<file path="src/rtl/spi_byte_receiver.sv">
// SPI mode-0 slave front end, MSB first, oversampled by the system clock.
// Assembles bytes from mosi, presents each one on rx_data with a held rdy
// strobe for the downstream edge detector, echoes the previous byte on miso,
// and reports framing errors (partial byte at cs_n rise) and overruns.
module spi_byte_receiver #(
  parameter int SYNC_STAGES = 2,
  parameter int RDY_HOLD    = 4
) (
  input  logic       clk,
  input  logic       reset,
  input  logic       sclk,
  input  logic       cs_n,
  input  logic       mosi,
  output logic       miso,
  output logic [7:0] rx_data,
  output logic       rdy,
  output logic       frame_active,
  output logic       frame_err,
  output logic       overrun
);

  // Hold counter counts RDY_HOLD-1 down to 0, so it needs clog2(RDY_HOLD) bits.
  localparam int HOLD_W = (RDY_HOLD > 2) ? $clog2(RDY_HOLD) : 1;
  localparam logic [HOLD_W-1:0] HOLD_INIT = HOLD_W'(RDY_HOLD - 1);
  localparam logic [HOLD_W-1:0] HOLD_ONE  = HOLD_W'(1);

  typedef enum logic {IDLE, SHIFT} state_t;

  state_t                 state;
  logic [SYNC_STAGES-1:0] sclk_sync;
  logic [SYNC_STAGES-1:0] cs_n_sync;
  logic [SYNC_STAGES-1:0] mosi_sync;
  logic                   sclk_s;
  logic                   cs_n_s;
  logic                   mosi_s;
  logic                   sclk_s_p1;
  logic                   cs_n_s_p1;
  logic                   sclk_rise;
  logic                   sclk_fall;
  logic                   cs_fall;
  logic [2:0]             bit_cnt;
  logic [6:0]             rx_shift;
  logic [7:0]             rx_byte;
  logic [7:0]             tx_shift;
  logic [7:0]             tx_next;
  logic [7:0]             echo_reg;
  logic [HOLD_W-1:0]      hold_cnt;

  // Synchronizer chains for the asynchronous SPI pins plus one stage of history for edge detection
  always_ff @(posedge clk) begin
    if (!reset) begin
      sclk_sync <= '0;
      cs_n_sync <= '1;
      mosi_sync <= '0;
      sclk_s_p1 <= 1'b0;
      cs_n_s_p1 <= 1'b1;
    end else begin
      sclk_sync <= {sclk_sync[SYNC_STAGES-2:0], sclk};
      cs_n_sync <= {cs_n_sync[SYNC_STAGES-2:0], cs_n};
      mosi_sync <= {mosi_sync[SYNC_STAGES-2:0], mosi};
      sclk_s_p1 <= sclk_s;
      cs_n_s_p1 <= cs_n_s;
    end
  end

  assign sclk_s    = sclk_sync[SYNC_STAGES-1];
  assign cs_n_s    = cs_n_sync[SYNC_STAGES-1];
  assign mosi_s    = mosi_sync[SYNC_STAGES-1];

  // sclk edges only count while the slave is selected
  assign sclk_rise = ~cs_n_s & sclk_s & ~sclk_s_p1;
  assign sclk_fall = ~cs_n_s & ~sclk_s & sclk_s_p1;
  assign cs_fall   = ~cs_n_s & cs_n_s_p1;
  assign rx_byte   = {rx_shift, mosi_s};

  // Next transmit word on an sclk fall: reload the echo at a byte boundary, otherwise shift
  always_comb begin
    tx_next = {tx_shift[6:0], 1'b0};
    if (bit_cnt == 3'd0) tx_next = echo_reg;
  end

  // Frame FSM with byte assembly, echo shifter, rdy hold timer and error flags
  always_ff @(posedge clk) begin
    if (!reset) begin
      state        <= IDLE;
      bit_cnt      <= 3'd0;
      rx_shift     <= 7'd0;
      tx_shift     <= 8'h00;
      echo_reg     <= 8'h00;
      hold_cnt     <= '0;
      rx_data      <= 8'h00;
      rdy          <= 1'b0;
      frame_active <= 1'b0;
      frame_err    <= 1'b0;
      overrun      <= 1'b0;
      miso         <= 1'b0;
    end else begin
      overrun      <= 1'b0;
      frame_active <= ~cs_n_s;

      if (rdy) begin
        if (hold_cnt == '0) rdy <= 1'b0;
        else                hold_cnt <= hold_cnt - HOLD_ONE;
      end

      case (state)
        IDLE: begin
          miso <= 1'b0;
          if (cs_fall) begin
            state     <= SHIFT;
            bit_cnt   <= 3'd0;
            frame_err <= 1'b0;
            tx_shift  <= echo_reg;
            miso      <= echo_reg[7];
          end
        end
        SHIFT: begin
          if (cs_n_s) begin
            state   <= IDLE;
            bit_cnt <= 3'd0;
            miso    <= 1'b0;
            if (bit_cnt != 3'd0) frame_err <= 1'b1;
          end else begin
            if (sclk_rise) begin
              rx_shift <= rx_byte[6:0];
              bit_cnt  <= bit_cnt + 3'd1;
              if (bit_cnt == 3'd7) begin
                rx_data  <= rx_byte;
                echo_reg <= rx_byte;
                rdy      <= 1'b1;
                hold_cnt <= HOLD_INIT;
                overrun  <= rdy;
              end
            end
            if (sclk_fall) begin
              tx_shift <= tx_next;
              miso     <= tx_next[7];
            end
          end
        end
        default: state <= IDLE;
      endcase
    end
  end

endmodule

</file>
<file path="config.mk">
export PLATFORM = sky130hd
export DESIGN_NAME = spi_byte_receiver
export DESIGN_NICKNAME = d
export VERILOG_FILES = /design/src/rtl/spi_byte_receiver.sv
export SDC_FILE = /design/constraint.sdc
export NUM_CORES = 1
export LEC_CHECK = 0
export ABC_AREA = 1
export CAP_MARGIN = 30
export CORE_UTILIZATION = 30
export DETAILED_ROUTE_END_ITERATION = 10
export PLACE_DENSITY = 0.53
export SLEW_MARGIN = 0
export SYNTH_ARGS = -nofsm -noshare
export SYNTH_HDL_FRONTEND = slang
export SYNTH_SLANG_ARGS = --single-unit
</file>
<file path="constraint.sdc">
create_clock -name clk -period 3.1 [get_ports clk]
set_input_delay 0.62 -clock clk [delete_from_list [all_inputs] [get_ports clk]]
set_output_delay 0.62 -clock clk [all_outputs]
set_load 0.01 [all_outputs]
</file>
==> results.md, run 1 <==
- Area growth from synthesis to layout: 19.1%
- Routed WL per cell: 10.8 um
- Drt initial violations: 77
- Total CTS buffers: 5
- Maximum number of buffers from clock root to sink: 2
- Crit path to: rx_data[7]
- Post-cts gate resize count: 0
- Worst setup path category: reg -> out
- Worst hold slack: 0.416 ns
- Routed wire length: 3500 um
- Initial antenna violation count: 0
- Most numerous cell types in the synthesized netlist: sky130_fd_sc_hd__nand2_1 (61), sky130_fd_sc_hd__dfxtp_1 (41), sky130_fd_sc_hd__inv_1 (28)
- Instance count on the critical path: 1
- Floorplan row count: 27
- Synthesized instance count: 230
- Final max-slew violation count: 0
- Synth Register Bits: 41
- Power density of the placed cells: 484 nW/um2
- Worst clock skew: 0.00801 ns
- Setup bufs post-CTS: 0
- Element type at the critical path end: output port
- Number of nets with antenna violations after detailed routing: 0
- Cell class contributing the biggest share of worst-path delay: buffers and inverters
- Initial core utilization: 32.0%
- Drt drc: 0
- Vias: 1,440
- Number of top-level pins: 18
- Startpoint type of the worst setup path: flop
- Fill cell instance count of the final layout: 580
- Die span in y: 79.6 um
- Placeable Area: 5640 um2
- Data arrival time of the worst path: 1.27 ns
- Vias per cell: 4.46
- Max Fanout on Critical Path: 4
- Number of iterations in the first detailed-routing pass: 4
- Seq. cell area: 821 um2
- Clock Sinks: 41
- Layout cells sized above 1: 15.1%
- Input/output buffers: 17
- Asr flop ratio synth: 0%
- Cell breakdown of the critical path: clkdlybuf4s50_1
- FMAX: 0.529 GHz
- Fraction of post-synthesis cell area in the top cell type by area: 45.5%
- R2r setup slk: 1.45 ns
- Crit path max-delay cell type: sky130_fd_sc_hd__clkdlybuf4s50_1
- Actual transition at the worst max-transition pin: 0.595 ns
- Combined area of the multi-input logic cells: 813 um2
- Portion of the clock cycle consumed by the worst path in the final layout: 60.9%
- Worst-case reg-to-reg path depth: 6
- Die area: 6330 um2
- Largest net degree at the start of global routing: 22
- Hold path depth: 1
- Reg-to-reg critical path endpoint: rx_shift[2]
- Reg2Reg Launch Point: state
- Max IR drop VDD: 0.000262 V
- First-pass GRT wire length: 6080 um
- Hold WC Path Type: reg -> reg
- Clock transition at the registers of the reported paths: 0.08 ns
- Maximum level of the CTS H-tree: 2
- Count of antenna diodes in the layout: 0
- Cell taking the most area after synthesis: sky130_fd_sc_hd__dfxtp_1
- Most used flip-flop cell after synthesis: sky130_fd_sc_hd__dfxtp_1
- Min cycle time layout: 1.89 ns
- Max reg flops: 8
- Syn. warnings: 0
- TritonCTS clock tree: built
- Largest cells by area after synthesis: sky130_fd_sc_hd__dfxtp_1 (45%), sky130_fd_sc_hd__nand2_1 (13%), sky130_fd_sc_hd__inv_1 (5.8%)
- Dominant cell by count in the synthesized netlist: sky130_fd_sc_hd__nand2_1
- EDFF count, synth: 0
- Source of the critical timing path: echo_reg[7]
- Worst slew margin: 60.2%
- Half-perimeter wire length after placement: 2470 um
- Final core occ: 38.1%
- Unrepaired setup endpoints after global routing: no
- Critical Path Max Stage Delay: 0.56 ns
- Vias in the first global route: 1,302
- Final setup TNS: 0 ns
- Static leakage: 0.911 nW
- Result of the run: complete, no violations
- Hold Buf Count CTS: 0
- Congestion Overflow GR: 0
- Hold Fails Final Rpt: 0
- Number of setup violations in the final report: 0
- Syn Area/Cell: 7.84 um2
- Gp weighted congestion: 0.746
- Total routing usage reported by global routing: 12.5%
- NumNets Final: 259
- Net count after synthesis: 239
- Source-to-sink clock delay at the later pin of the worst-skew pair: 0.30 ns
- Library cells used by synthesis: 25
- Max-cap viol count: 0
- Sequential-to-total area share from yosys stat: 45.5%
- Width of the die: 79.6 um
- Data required time at the worst endpoint: 2.48 ns
- Final Total Pwr: 1.04 mW
- Clock root buffer master: sky130_fd_sc_hd__clkbuf_8
- CP Buf/Inv Count: 1
- Cell area after technology mapping: 1800 um2
## cells by family (layout without fill, tap and decap cells)
group	count (synthesis)	in the layout	share of synthesized area, %
AOI/OAI and AO/OA	28	28	9.64
buffers and inverters	36	57	9.43
and+or+nand+nor	121	121	32.7
DFF	41	41	45.5
adders and majority gates	4	4	2.77
## layer usage
metal  global-route usage [%]  part of all wire (%)
met1                     16.4                    50
met2                     19.0                    45
met3                     4.23                   4.1
met4                     4.36                   1.0
met5                        0                     0
## worst min-delay path by stage
stage                            start      endpoint  slack, ns
after floorplan           mosi_sync[0]  mosi_sync[1]       0.39
after global placement    sclk_sync[0]  sclk_sync[1]       0.40
after detailed placement  cs_n_sync[0]  cs_n_sync[1]       0.40
after CTS                 cs_n_sync[0]  cs_n_sync[1]       0.42
after global routing      cs_n_sync[0]  cs_n_sync[1]       0.43
final                     cs_n_sync[0]  cs_n_sync[1]       0.42
## report_power, final
part / total (mW) / leakage [nW] / internal [mW] / switching, mW
logic: 0.0457 / 0.521 / 0.0175 / 0.0282
clock network: 0.453 / 0.0574 / 0.262 / 0.191
registers: 0.540 / 0.333 / 0.536 / 0.00466
total: 1.04 / 0.911 / 0.815 / 0.224
## final cells by class
cell class                      instances  area share (%)
Timing Repair Buffer                   20            8.97
Inverter                               29            5.18
Clock inverter                          2            1.75
Tap cell                               72            4.19
Multi-Input combinational cell        153            37.9
Clock buffer                            6            3.84
Sequential cell                        41            38.2
## stage by stage
stage / cell area [um2] / cells / setup slack [ns]
floorplan: 1800 / 230 / 1.85
global placement: 2030 / 315 / 1.25
detailed placement: 2030 / 315 / 1.21
CTS: 2150 / 323 / 1.19
global route: 2150 / 323 / 1.15
finish: 2150 / 323 / 1.21
## placed cells by master (no fill, tap or decap)
| cell type | count |
|---|---|
| sky130_fd_sc_hd__a21oi_1 | 13 |
| sky130_fd_sc_hd__a21oi_2 | 9 |
| sky130_fd_sc_hd__buf_4 | 3 |
| sky130_fd_sc_hd__bufinv_16 | 1 |
| sky130_fd_sc_hd__clkbuf_8 | 6 |
| sky130_fd_sc_hd__clkdlybuf4s50_1 | 17 |
| sky130_fd_sc_hd__clkinvlp_4 | 1 |
| sky130_fd_sc_hd__dfxtp_1 | 41 |
| sky130_fd_sc_hd__ha_1 | 4 |
| sky130_fd_sc_hd__inv_1 | 28 |
| sky130_fd_sc_hd__inv_4 | 1 |
| sky130_fd_sc_hd__nand2_1 | 61 |
| sky130_fd_sc_hd__nand2_2 | 2 |
| sky130_fd_sc_hd__nand2_4 | 3 |
| sky130_fd_sc_hd__nand3_1 | 19 |
| sky130_fd_sc_hd__nand3_2 | 7 |
| sky130_fd_sc_hd__nand3b_1 | 1 |
| sky130_fd_sc_hd__nand4_4 | 1 |
| sky130_fd_sc_hd__nor2_1 | 23 |
| sky130_fd_sc_hd__nor2_4 | 1 |
| sky130_fd_sc_hd__nor3_2 | 1 |
| sky130_fd_sc_hd__o21ai_0 | 5 |
| sky130_fd_sc_hd__o21ai_1 | 1 |
| sky130_fd_sc_hd__or2_2 | 2 |
(Power assumes the default switching activity.)
==> inputs of run 2 (changes only) <==
==> constraint.sdc (replaced) <==
create_clock -name clk -period 1.77 [get_ports clk]
set_input_delay 0.354 -clock clk [delete_from_list [all_inputs] [get_ports clk]]
set_output_delay 0.354 -clock clk [all_outputs]
set_load 0.01 [all_outputs]
==> results.md, run 2 (synthesis results as in run 1) <==
- Switching Power: 0.378 mW
- Total routing usage reported by global routing: 13.0%
- Fill cell instance count of the final layout: 599
- Number of nets with antenna violations after detailed routing: 0
- Hold Fails Final Rpt: 0
- Gp weighted congestion: 0.774
- Routed wire length: 3700 um
- Leading cell type in the layout, fill and taps excluded: sky130_fd_sc_hd__nand2_1
- Die span in y: 79.6 um
- NumNets Final: 263
- Setup bufs post-CTS: 0
- Maximum level of the CTS H-tree: 2
- Share of power burned in registers: 58.4%
- Layout cells sized above 1: 16.1%
- Reg-to-reg critical path endpoint: rx_shift[0]
- Source-to-sink clock delay at the later pin of the worst-skew pair: 0.29 ns
- Sink of the worst hold path: cs_n_sync[1]
- Startpoint type of the worst setup path: flop
- Drt initial violations: 93
- Vias: 1,413
- Max IR drop VDD: 0.000286 V
- Internal power: 1.24 mW
- Drt drc: 0
- Met1 layer wirelength in the final routing: 1950 um
- Data required time at the worst endpoint: 1.42 ns
- Launch instance of the worst min-delay path: cs_n_sync[0]
- Count of antenna diodes in the layout: 0
- Die area: 6330 um2
- Result of the run: complete, no violations
- Input/output buffers: 17
- Final max-slew violation count: 0
- Post-cts gate resize count: 0
- Hold Buf Count CTS: 0
- Reg2Reg Launch Point: cs_n_sync[1]
- Hold WC Path Type: reg -> reg
- Max Fanout on Critical Path: 4
- Number of iterations in the first detailed-routing pass: 4
- Worst-case reg-to-reg path depth: 6
- FMAX: 0.625 GHz
- Worst clock skew: 0.00527 ns
- Worst slew margin: 69.4%
- Cell area after layout: 2140 um2
- Commonest cells after routing, fill and taps aside: sky130_fd_sc_hd__nand2_1 (61), sky130_fd_sc_hd__dfxtp_1 (41), sky130_fd_sc_hd__inv_1 (28)
- Logic gate share of total power: 5.1%
- Vias per cell: 4.32
- Clock root buffer master: sky130_fd_sc_hd__clkbuf_8
- Congestion Overflow GR: 0
- Cell breakdown of the critical path: clkdlybuf4s50_1
- Area growth from synthesis to layout: 18.7%
- Clock Sinks: 41
- Floorplan row count: 27
- Maximum number of buffers from clock root to sink: 2
- Portion of the clock cycle consumed by the worst path in the final layout: 90.4%
- Cell class contributing the biggest share of worst-path delay: buffers and inverters
- Half-perimeter wire length after placement: 2630 um
- Min cycle time layout: 1.60 ns
- TritonCTS clock tree: built
- Final setup TNS: 0 ns
- Net Sw Frac: 23.3%
- Total CTS buffers: 5
- Hold path depth: 1
- Vias in the first global route: 1,302
- Width of the die: 79.6 um
- Routed WL per cell: 11.3 um
- Number of top-level pins: 18
- Number of setup violations in the final report: 0
- Placed instance area: 2060 um2
- Highest metal used: met4
- Unrepaired setup endpoints after global routing: no
- Element type at the critical path end: output port
- Detailed-routed wire length on met2: 1590 um
- Max reg flops: 8
- Data arrival time of the worst path: 1.25 ns
- Instance count on the critical path: 1
- Crit path max-delay cell type: sky130_fd_sc_hd__clkdlybuf4s50_1
- Critical Path Max Stage Delay: 0.57 ns
- Placeable Area: 5640 um2
- Total length of routed met3 wires: 112 um
- Initial antenna violation count: 0
- Actual transition at the worst max-transition pin: 0.458 ns
- Largest net degree at the start of global routing: 17
- R2r setup slk: 0.29 ns
- Max-cap viol count: 0
- Worst setup path category: reg -> out
- Initial core utilization: 32.0%
- CP Buf/Inv Count: 1
- Clock transition at the registers of the reported paths: 0.08 ns
- Portion of total power attributed to the clock network: 36.5%
- Static leakage: 0.920 nW
- Power density of the placed cells: 758 nW/um2
- First-pass GRT wire length: 6310 um
[run 2: cell types whose count changed in the layout (fill, tap and decap cells not counted)]
cell | previous run | this run
sky130_fd_sc_hd__buf_4 | 3 | 7
sky130_fd_sc_hd__clkinv_2 | 0 | 2
sky130_fd_sc_hd__bufinv_16 | 1 | 0
sky130_fd_sc_hd__clkbuf_1 | 0 | 1
sky130_fd_sc_hd__clkbuf_8 | 6 | 5
sky130_fd_sc_hd__clkinvlp_4 | 1 | 0
[run 2: through the flow]
stage / instances / utilization, % / total power, mW / hold WS (ns) / setup slack, ns
after global placement: 319 / 36.5 / 1.05 / 0.394 / 0.301
after floorplan: 230 / - / 1.02 / 0.390 / 0.533
after detailed placement: 319 / 36.5 / 1.05 / 0.403 / 0.320
after global routing: 327 / 37.9 / 1.70 / 0.449 / 0.0877
after CTS: 327 / 37.9 / 1.65 / 0.422 / 0.138
final: 327 / 37.9 / 1.62 / 0.418 / 0.170
[run 2: how the worst max path moves through the flow]
stage,start,endpoint
5_1_grt,rdy,rdy
6_report,echo_reg[7],rx_data[7]
3_5_place_dp,cs_n_sync[1],rx_shift[0]
3_3_place_gp,cs_n_sync[1],rx_shift[0]
4_1_cts,echo_reg[7],rx_data[7]
2_1_floorplan,bit_cnt[0],tx_shift[0]
[run 2: metal layers]
layer / global-route usage (%) / up-vias
met5: 0 / -
met4: 6.00 / 0
met2: 19.4 / 20
met1: 17.6 / 621
li1: - / 767
met3: 3.09 / 5
[run 2: cell type report]
type / count / area (um2) / share of cell area, %
timing repair buffer: 24 / 223 / 10.4
clock inverter: 2 / 10.0 / 0.468
clock buffer: 6 / 72.6 / 3.39
inverter: 29 / 111 / 5.20
multi-input combinational: 153 / 813 / 38.0
sequential: 41 / 821 / 38.3
tap: 72 / 90.1 / 4.21
[run 2: power by group through the flow]
| stage | logic, mW | registers [mW] | clock network (mW) |
|---|---|---|---|
| 2_1_floorplan | 0.0539 | 0.968 | 0 |
| 3_3_place_gp | 0.0821 | 0.970 | 0 |
| 3_5_place_dp | 0.0826 | 0.970 | 0 |
| 4_1_cts | 0.0828 | 0.948 | 0.621 |
| 5_1_grt | 0.0927 | 0.950 | 0.656 |
| 6_report | 0.0822 | 0.948 | 0.592 |
